--- src/rtl/store_unit.sv ---
// -----------------------------------------------------------------------------
// store_unit
//
// Write-side memory unit of the single-issue RISC-V core. Decodes SB/SH/SW,
// forms the effective address rs1_val + imm, builds the word-aligned address,
// lane-replicated write data and byte enables, and drives a single write to
// data memory. The PC is held through stall_pc while the write is in flight,
// and the wait for mem_ready is bounded by WAIT_LIMIT cycles.
//
// Parameters:
//   WAIT_LIMIT        maximum WRITE cycles spent waiting for mem_ready
//
// Configuration macro:
//   STORE_MISALIGN_TRAP_EN  when defined, SH with ea[0]=1 and SW with
//                           ea[1:0]!=0 are rejected and reported through a
//                           one-cycle store_misaligned pulse; when undefined,
//                           such stores align down and store_misaligned is 0.
//
// Ports:
//   i_clk, i_rst        clock, synchronous active-high reset
//   rs1_val, rs2_val    base address operand, store data operand
//   imm                 sign-extended S-type offset
//   store_control       00 NOP, 01 SB, 10 SH, 11 SW
//   mem_ready           memory accepts the write this cycle
//   stall_pc            hold PC / current instruction
//   ignore_curr_inst    registered copy of stall_pc
//   mem_rw_mode         0 = write, 1 = read (idle)
//   mem_wr_en           write strobe
//   mem_addr            word address (bits [1:0] = 0)
//   mem_wr_data         write data
//   mem_byte_en         byte lane enables
//   store_misaligned    pulse: misaligned store rejected
//   store_timeout       pulse: store aborted after WAIT_LIMIT cycles
//
// Memory handshake: while in WRITE, mem_wr_en is high and address, data and
// byte enables are held stable. The write commits at the rising edge that ends
// a cycle in which mem_ready is high; mem_ready is ignored outside WRITE.
// -----------------------------------------------------------------------------
module store_unit #(
  parameter int WAIT_LIMIT = 8
) (
  input  logic        i_clk,
  input  logic        i_rst,
  input  logic [31:0] rs1_val,
  input  logic [31:0] rs2_val,
  input  logic [31:0] imm,
  input  logic [1:0]  store_control,
  input  logic        mem_ready,
  output logic        stall_pc,
  output logic        ignore_curr_inst,
  output logic        mem_rw_mode,
  output logic        mem_wr_en,
  output logic [31:0] mem_addr,
  output logic [31:0] mem_wr_data,
  output logic [3:0]  mem_byte_en,
  output logic        store_misaligned,
  output logic        store_timeout
);

  localparam logic [1:0] ST_NOP = 2'b00;
  localparam logic [1:0] SB     = 2'b01;
  localparam logic [1:0] SH     = 2'b10;
  localparam logic [1:0] SW     = 2'b11;

  localparam int CW = (WAIT_LIMIT > 1) ? $clog2(WAIT_LIMIT) : 1;
  localparam logic [CW-1:0] LAST_WAIT = CW'(WAIT_LIMIT - 1);

  typedef enum logic {
    S_IDLE  = 1'b0,
    S_WRITE = 1'b1
  } state_t;

  state_t          state;
  logic [CW-1:0]   wait_cnt;
  logic [31:0]     addr_q;
  logic [31:0]     data_q;
  logic [3:0]      be_q;

  logic [31:0]     ea;
  logic [1:0]      off;
  logic [31:0]     lane_addr;
  logic [31:0]     lane_data;
  logic [3:0]      lane_be;
  logic            start_store;
  logic            reject;
  logic            accept;

  // Effective address and lane formatting for the instruction in decode.
  always_comb begin
    ea        = rs1_val + imm;
    off       = ea[1:0];
    lane_addr = {ea[31:2], 2'b00};
    lane_data = 32'h0;
    lane_be   = 4'b0000;
    case (store_control)
      SB: begin
        lane_data = {4{rs2_val[7:0]}};
        lane_be   = 4'b0001 << off;
      end
      SH: begin
        lane_data = {2{rs2_val[15:0]}};
        // Half-word lane picked by off[1]; off[0] is dropped (aligns down).
        lane_be   = 4'b0011 << {off[1], 1'b0};
      end
      SW: begin
        lane_data = rs2_val;
        lane_be   = 4'b1111;
      end
      default: begin
        lane_data = 32'h0;
        lane_be   = 4'b0000;
      end
    endcase
  end

`ifdef STORE_MISALIGN_TRAP_EN
  assign reject = ((store_control == SH) && off[0]) ||
                  ((store_control == SW) && (off != 2'b00));
`else
  assign reject = 1'b0;
`endif

  // A store seen while ignore_curr_inst is high is the held copy of the
  // instruction that was just executed, so it never starts a new write.
  assign start_store = (state == S_IDLE) && (store_control != ST_NOP) &&
                       !ignore_curr_inst;
  assign accept      = start_store && !reject;

  assign stall_pc    = !i_rst && (accept || (state == S_WRITE));

  // Memory-side outputs are decoded from state and driven from registers;
  // everything is zero while idle.
  assign mem_wr_en   = (state == S_WRITE);
  assign mem_rw_mode = (state != S_WRITE);
  assign mem_addr    = (state == S_WRITE) ? addr_q : 32'h0;
  assign mem_wr_data = (state == S_WRITE) ? data_q : 32'h0;
  assign mem_byte_en = (state == S_WRITE) ? be_q   : 4'b0000;

  always_ff @(posedge i_clk) begin
    if (i_rst) begin
      state            <= S_IDLE;
      wait_cnt         <= '0;
      ignore_curr_inst <= 1'b0;
      store_timeout    <= 1'b0;
      addr_q           <= 32'h0;
      data_q           <= 32'h0;
      be_q             <= 4'b0000;
    end else begin
      ignore_curr_inst <= stall_pc;
      store_timeout    <= 1'b0;
      case (state)
        S_IDLE: begin
          if (accept) begin
            state    <= S_WRITE;
            wait_cnt <= '0;
            addr_q   <= lane_addr;
            data_q   <= lane_data;
            be_q     <= lane_be;
          end
        end
        S_WRITE: begin
          if (mem_ready) begin
            state    <= S_IDLE;
            wait_cnt <= '0;
          end else if (wait_cnt == LAST_WAIT) begin
            // Last permitted wait cycle expired: abort without writing.
            state         <= S_IDLE;
            wait_cnt      <= '0;
            store_timeout <= 1'b1;
          end else begin
            wait_cnt <= wait_cnt + CW'(1);
          end
        end
        default: begin
          state    <= S_IDLE;
          wait_cnt <= '0;
        end
      endcase
    end
  end

`ifdef STORE_MISALIGN_TRAP_EN
  always_ff @(posedge i_clk) begin
    if (i_rst) begin
      store_misaligned <= 1'b0;
    end else begin
      store_misaligned <= start_store && reject;
    end
  end
`else
  assign store_misaligned = 1'b0;
`endif

endmodule

--- config.mk ---
export PLATFORM = sky130hd
export DESIGN_NAME = store_unit
export DESIGN_NICKNAME = d
export VERILOG_FILES = /design/src/rtl/store_unit.sv
export SDC_FILE = /design/constraint.sdc
export NUM_CORES = 1
export LEC_CHECK = 0
export ABC_AREA = 0
export BUFFER_PORTS_ARGS = -buffer_cell sky130_fd_sc_hd__buf_2
export CAP_MARGIN = 40
export CORE_MARGIN = 2
export CORE_UTILIZATION = 55
export DETAILED_ROUTE_END_ITERATION = 7
export PLACE_DENSITY = 0.87
export SYNTH_ARGS = -nofsm -noshare
export SYNTH_HDL_FRONTEND = slang
export SYNTH_SLANG_ARGS = --single-unit
--- constraint.sdc ---
create_clock -name i_clk -period 7.06 [get_ports i_clk]
set_input_delay 1.765 -clock i_clk [delete_from_list [all_inputs] [get_ports i_clk]]
set_output_delay 1.765 -clock i_clk [all_outputs]
set_load 0.02 [all_outputs]
# Word-level counts from Yosys, hierarchy flattened
# Index checks and enable logic that the tools add are counted.
# word_totals
output_inout_bits	74
word_cells	40
regBits	72
# classes
bitwise_logic	1
n_eq_ne	5
n_addsub	2
muxes	14
n_reduce_logical	9
shifts	2
# ops
cell	n
$pmux W32 S3	1
$mux W32	2
$add A32 B32 Y32	1
$pmux W4 S3	1
$mux W3	3
$pmux W3 S2	1
$eq A2 B2 Y1 const B	2
$mux W1	4
$mux W4	1
$shl A1 B2 Y4 const A	1
$shl A2 B2 Y4 const A	1
$add A3 B1 Y3 const B	1
$eq A3 B3 Y1 const B	1
$logic_and A1 B1 Y1	3
$reduce_or A3 Y1	1
$eq A2 B1 Y1 const B	1
$logic_not A1 Y1	2
$ne A2 B1 Y1 const B	1
$pmux W1 S2	1
$reduce_and A2 Y1	1
$reduce_bool A2 Y1	1
$logic_or A1 B1 Y1	1
$not A1 Y1	1

# Longest topological paths before layout
# Gate-level depths: netlist of the first run.
# logic_depth
depth_word	5
depth_mapped	12

# Worst setup path after synthesis of the first run
# OpenSTA, ideal clock, no wires.
# synth_path
path_kind	input-to-output
startpoint	in store_control[1]
endpoint	out stall_pc
stages	5
path_slack_ns	2.421
required_ns	5.295
arrival_ns	2.874
cell_sequence	clkbuf_1 o21a_1 clkbuf_1 nor2_1 nor2_1
# synth_between
elab_chain_cells	5
# synth_lines
item	line	source
start, declared	47	input logic [1:0] store_control,
$reduce_bool A2 Y1	125	assign start_store = (state == S_IDLE) && (store_control != ST_NOP) &&
$logic_and A1 B1 Y1 (2 in series)	125	
$logic_or A1 B1 Y1	129	assign stall_pc = !i_rst && (accept || (state == S_WRITE));
$logic_and A1 B1 Y1	129	
end, declared	49	output logic stall_pc,
# Every way passes these cells.

# Worst setup path after layout of the first run
# Ends and elaborated chain as after synthesis.

==> results of run 1 <==
-- kinds of logic (layout without fill, tap and decap cells) --
kind of cell,count (synthesis),after routing,synth area share [%]
other,1,3,0.0743
AND/OR/NAND/NOR,290,290,29.0
flip-flops,72,72,28.6
XOR/XNOR,25,25,4.34
adder cells (fa/ha/maj),34,34,8.58
buffers and inverters,53,201,4.19
AO/OA/AOI/OAI,163,163,21.6
multiplexers,16,16,3.57
-- power by group through the flow --
stage               clock network, mW  registers [mW]  logic, mW
finish                          0.368           0.486      0.430
global route                    0.388           0.492      0.472
CTS                             0.369           0.486      0.425
detailed placement                  0           0.495      0.422
global placement                    0           0.497      0.399
floorplan                           0           0.485      0.305
-- area by class of cell --
class	instances	area [µm²]
repair buffers	176	913
multi-input cells	531	3410
well taps	108	135
inverters	9	33.8
clock inverters	6	90.1
clock buffers	10	128
fillers	701	2650
flip-flops and latches	72	1440
-- sequential cells by signal, summed over array words and instances, names as in the netlist --
name and count:
be_q 4, ignore_curr_inst 1, wait_cnt 3, store_timeout 1, addr_q 30, mem_wr_en 1
data_q 32
-- metrics by stage --
stage          hold WS [ps]  power [mW]
2_1_floorplan           417       0.791
3_3_place_gp            434       0.896
3_5_place_dp            440       0.917
4_1_cts                 449        1.28
5_1_grt                 464        1.35
6_report                450        1.28
-- critical path: cells and delay by family --
kind            cells  cell delay [ps]
buf+inv             2              610
compound gates      1              240
simple gates        2              220
-- cells in the final DEF (no fill, tap or decap), types with 3 or more instances in the layout --
cell type	n
a211oi_1	7
a21o_1	21
a21oi_1	62
a221oi_1	24
and2_1	66
buf_2	171
buf_4	4
clkbuf_8	9
conb_1	3
dfxtp_1	71
ha_1	33
inv_1	9
mux2_2	16
nand2_1	79
nand2b_1	5
nand3_1	15
nand3b_1	6
nand4_1	3
nand4b_1	3
nor2_1	56
nor2b_1	6
nor3_1	32
nor3b_1	4
o211ai_1	4
o21a_1	3
o21ai_0	22
o31a_1	4
xnor2_1	15
xor2_1	10
-- worst paths after layout --
kind,depth (start not counted),slack (ps),startpoint,to
worst max-delay path,5,2450,store_control[1],stall_pc
worst max register to register,6,4720,mem_wr_en,addr_q[29]
worst min register to register,2,450,addr_q[16],addr_q[16]
worst min-delay path,2,450,addr_q[16],addr_q[16]
-- per-layer routing --
| layer | vias to the layer above | wire [µm] |
|---|---|---|
| met4 | 0 | 404 |
| li1 | 2597 | - |
| met5 | - | 0 |
| met1 | 2456 | 5790 |
| met3 | 39 | 1050 |
| met2 | 271 | 6970 |
==> impl_metrics.env, run 1 <==
export IMPL_root_buffer="clkbuf_8"
export IMPL_cts_tree="done"
export IMPL_postCtsSetupBuffers=0
export IMPL_hold_violations=0
export IMPL_utilization_pct=69.9
export IMPL_worst_setup_path_start_kind="input port"
export IMPL_drt_iter0_drc=266
export IMPL_ctsLongestPathBuffers=2
export IMPL_p_int_uw=830
export IMPL_grt_pass1_wl_mm=22.6
export IMPL_dp_slack_ps=2510
export IMPL_critPathKind="in -> out"
export IMPL_hp_class="reg -> reg"
export IMPL_cp_end_kind="primary output"
export IMPL_grt_usage_pct=27.6
export IMPL_p_leak_nw=2.95
export IMPL_placed_area_mm2=0.00594
export IMPL_synthCells=654
export IMPL_p_clk_share_pct=28.6
export IMPL_ys_ff_latch=72
export IMPL_top_usage_layer="met2"
export IMPL_io_buffers=171
export IMPL_core_mm2=0.00881
export IMPL_relSlewSlack_pct=49.5
export IMPL_period_share_pct=65.3
export IMPL_ios=175
export IMPL_synth_edf_count=0
export IMPL_critPathSlowestCell="buf_2"
export IMPL_post_cts_resized=0
export IMPL_grt_max_degree=78
export IMPL_nets=934
export IMPL_final_cells=912
export IMPL_synthFlopType="dfxtp_1"
export IMPL_tns_ps=0
export IMPL_clock_latency_ps=350
export IMPL_seqPwrFrac_pct=37.9
export IMPL_synth_seq_area_share_pct=28.6
export IMPL_rsz0062_at_grt="false"
export IMPL_yosys_warnings=0
export IMPL_drt_first_pass_iters=4
export IMPL_min_period_ps=4610
export IMPL_tightest_slew_ps=757
export IMPL_drive_gt1_share_pct=27.4
export IMPL_start_util_pct=57.3
export IMPL_cp_cell_sequence="buf_2, o21a_2, nor2_1, nor2_1, buf_2"
export IMPL_clock_sinks=72
export IMPL_cts_hold_buf=0
export IMPL_fp_dieH_um=99.8
export IMPL_finalSetupViolCount=0
export IMPL_avgSynthCellArea_um2=7.72
export IMPL_cp_data_arrival_time_ps=2850
export IMPL_yosysMostFrequentCell="nand2_1"
export IMPL_viasPerCell=5.88
export IMPL_fp_row_count=34
export IMPL_num_vias=5363
export IMPL_ir_drop_uv=128
export IMPL_status="complete, no violations"
export IMPL_wl_mm=14.2
export IMPL_async_flop_share_pct=0
export IMPL_drc_errors=0
export IMPL_critical_path_max_fanout=29
export IMPL_slew_viol_final=0
export IMPL_syn_cell_area_mm2=0.00505
export IMPL_powerDensity_mw_per_mm2=209
export IMPL_setup_slack_ps=2450
export IMPL_switching_share_pct=35.3
export IMPL_grt_met2_usage_pct=48.4
export IMPL_ys_top_cells_by_area="dfxtp_1 29%, and2_1 8.2%, ha_1 8.2%, a21oi_1 6.1%, nand2_1 5.9%"
export IMPL_final_area_mm2=0.00616
export IMPL_switchingPower_uw=453
export IMPL_routedWlPerCell_um=15.6
export IMPL_antenna_found_initial=0
export IMPL_antenna_cells=0
export IMPL_synth_commonest_cells="79 x nand2_1, 72 x dfxtp_1, 66 x and2_1"
export IMPL_area_delta_synth_final_pct=22.0
export IMPL_use_met3_pct=4.25
export IMPL_synth_top_cell_area_share_pct=28.6
export IMPL_yosysTopAreaCell="dfxtp_1"
export IMPL_skew_ps=13.3
export IMPL_ant_nets=0
export IMPL_grt_pass1_vias=5008
export IMPL_htree_num_levels=3
export IMPL_cts_buffers=9
export IMPL_grt_util_met1_pct=34.0
export IMPL_max_stage_delay_ps=410
export IMPL_die_w_um=99.8
export IMPL_overflow=0
export IMPL_drv_cap=0
export IMPL_pwr_share_comb_pct=33.5
export IMPL_synth_cell_type_count=55
export IMPL_place_hpwl_mm=10.6
export IMPL_gp_congestion=0.943
export IMPL_clk_transition_reported_paths_ps=70
export IMPL_timing_fmax_ghz=0.217
export IMPL_placed_cells=896
export IMPL_dieArea_mm2=0.00996
export IMPL_cp_required_ps=5300
Power figures use the tool's default switching activity.
==> run 2, diff against run 1 <==
Settings changed: ABC_AREA 0 to 1, CORE_UTILIZATION 55 to 48, PLACE_DENSITY 0.87 to 0.78.
Clock period 7.06 ns to 4.2 ns, I/O delays scaled along.
==> impl_metrics.env, run 2 <==
export IMPL_drt_first_pass_iters=5
export IMPL_ant_nets=0
export IMPL_tns_ps=0
export IMPL_cp_data_arrival_time_ps=1930
export IMPL_yosys_warnings=0
export IMPL_start_util_pct=48.8
export IMPL_p_leak_nw=4.66
export IMPL_hold_violations=0
export IMPL_drive_gt1_share_pct=17.5
export IMPL_synthCells=1030
export IMPL_worst_setup_path_start_kind="input port"
export IMPL_htree_num_levels=3
export IMPL_synth_commonest_cells="337 x nand2_1, 218 x inv_1, 121 x nor2_1"
export IMPL_layout_common_cells="337 x nand2_1, 218 x inv_1, 171 x buf_2"
export IMPL_period_share_pct=71.0
export IMPL_skew_ps=3.23
export IMPL_cts_hold_buf=0
export IMPL_dieArea_mm2=0.0131
export IMPL_whs_path_depth=1
export IMPL_ctsLongestPathBuffers=2
export IMPL_clock_latency_ps=330
export IMPL_ios=175
export IMPL_grt_max_degree=60
export IMPL_fp_dieH_um=114
export IMPL_tightest_slew_ps=741
export IMPL_ff_latch_area_mm2=0.00144
export IMPL_relSlewSlack_pct=50.4
export IMPL_drc_errors=0
export IMPL_grt_pass1_vias=5594
export IMPL_nets=1321
export IMPL_antenna_cells=0
export IMPL_place_hpwl_mm=12.5
export IMPL_core_mm2=0.0120
export IMPL_fillers=1243
export IMPL_ys_top_cells_by_area="dfxtp_1 25%, nand2_1 22%, inv_1 14%, nor2_1 7.8%, ha_1 7.1%"
export IMPL_final_area_mm2=0.00708
export IMPL_gp_congestion=0.922
export IMPL_fp_row_count=40
export IMPL_synth_top_cell_area_share_pct=24.7
export IMPL_yosysTopAreaCell="dfxtp_1"
export IMPL_crit_top_cell="buf_2"
export IMPL_r2r_end="data_q[31]"
export IMPL_status="complete, no violations"
export IMPL_io_buffers=171
export IMPL_min_to="wait_cnt[0]"
export IMPL_holdWs_ps=461
export IMPL_post_cts_resized=0
export IMPL_clk_transition_reported_paths_ps=60
export IMPL_crit_start="store_control[1]"
export IMPL_powerDensity_mw_per_mm2=343
export IMPL_final_common_cell="nand2_1"
export IMPL_avgSynthCellArea_um2=5.67
export IMPL_synthFlopType="dfxtp_1"
export IMPL_cts_tree="done"
export IMPL_placed_area_mm2=0.00676
export IMPL_cp_required_ps=3150
export IMPL_synth_edf_count=0
export IMPL_async_flop_share_pct=0
export IMPL_cp_cell_sequence="buf_2, o21ai_2, inv_6, nor2_4, nor2_1, buf_2"
export IMPL_wl_mm=15.8
export IMPL_die_w_um=114
export IMPL_grt_usage_pct=24.6
export IMPL_clock_sinks=72
export IMPL_viasPerCell=4.82
export IMPL_largestRegisters="data_q (32), addr_q (30), be_q (4)"
export IMPL_hp_class="reg -> reg"
export IMPL_synth_cell_type_count=40
export IMPL_critPathSlowestCell="o21ai_2"
export IMPL_num_vias=6444
export IMPL_rrSetupSlack_ps=2300
export IMPL_syn_cell_area_mm2=0.00584
export IMPL_yosysMostFrequentCell="nand2_1"
export IMPL_slew_viol_final=0
export IMPL_antenna_found_initial=0
export IMPL_root_buffer="clkbuf_16"
export IMPL_cp_end_kind="primary output"
export IMPL_multi_input_area_mm2=0.00337
export IMPL_routedWlPerCell_um=11.8
export IMPL_synth_seq_area_share_pct=24.7
export IMPL_min_period_ps=2980
export IMPL_cts_buffers=9
export IMPL_timing_rr_start="mem_wr_en"
export IMPL_drt_iter0_drc=557
export IMPL_p_total_mw=2.43
export IMPL_grt_pass1_wl_mm=25.8
export IMPL_max_stage_delay_ps=270
export IMPL_largest_reg_flops=32
export IMPL_postCtsSetupBuffers=0
export IMPL_finalSetupViolCount=0
export IMPL_critical_path_max_fanout=14
export IMPL_setup_slack_ps=1220
export IMPL_timing_fmax_ghz=0.335
export IMPL_dp_slack_ps=1210
export IMPL_area_delta_synth_final_pct=21.3
export IMPL_reg2reg_depth=7
export IMPL_drv_cap=0
export IMPL_worstHoldStart="wait_cnt[0]"
export IMPL_rsz0062_at_grt="false"
export IMPL_ys_ff_latch=72
export IMPL_top_register="data_q"
export IMPL_overflow=0
export IMPL_ir_drop_uv=186
export IMPL_critPathKind="in -> out"
-- run 2: logic make-up (layout without fill, tap and decap cells) --
| logic type | after synthesis | after routing | share of synthesized area, % |
|---|---|---|---|
| XOR/XNOR | 14 | 14 | 2.10 |
| other | 1 | 3 | 0.0642 |
| flip-flops | 72 | 72 | 24.7 |
| AND/OR/NAND/NOR | 519 | 519 | 35.5 |
| adder cells (fa/ha/maj) | 34 | 34 | 7.42 |
| buffers and inverters | 256 | 415 | 17.6 |
| AO/OA/AOI/OAI | 134 | 134 | 12.6 |
-- run 2: layer usage --
metal	track usage (%)	routed length (µm)
met5	0	0
met4	9.51	363
met3	3.18	1090
met2	42.0	7420
met1	31.5	6970
-- run 2: how the worst max path moves through the flow --
stage	endpoint	slack, ps
after floorplan	stall_pc	1420
after CTS	stall_pc	1210
after detailed placement	stall_pc	1210
after global placement	stall_pc	1210
final	stall_pc	1220
after global routing	stall_pc	1160
-- run 2: per-stage QoR --
| step | utilization [%] | std cells |
|---|---|---|
| after floorplan | - | 1032 |
| after global placement | 56.3 | 1321 |
| after detailed placement | 56.5 | 1322 |
| after CTS | 59.2 | 1338 |
| after global routing | 59.2 | 1338 |
| final | 59.2 | 1338 |
-- run 2: cell type report --
type	instances	area share, %
repair buffers	178	13.1
flip-flops and latches	72	20.4
clock buffers	13	3.53
clock inverters	3	0.919
inverters	221	11.8
well taps	147	2.60
multi-input cells	704	47.7
-- run 2: worst max-delay path: cells and delay by family --
kind / cells / cell delay [ps]
buffers and inverters: 3 / 420
AOI/OAI and AO/OA: 1 / 270
and+or+nand+nor: 2 / 200
-- run 2: power breakdown --
group	switching, mW	total [mW]	internal (mW)
registers	0.0522	0.831	0.779
clock network	0.271	0.806	0.535
logic	0.513	0.793	0.280
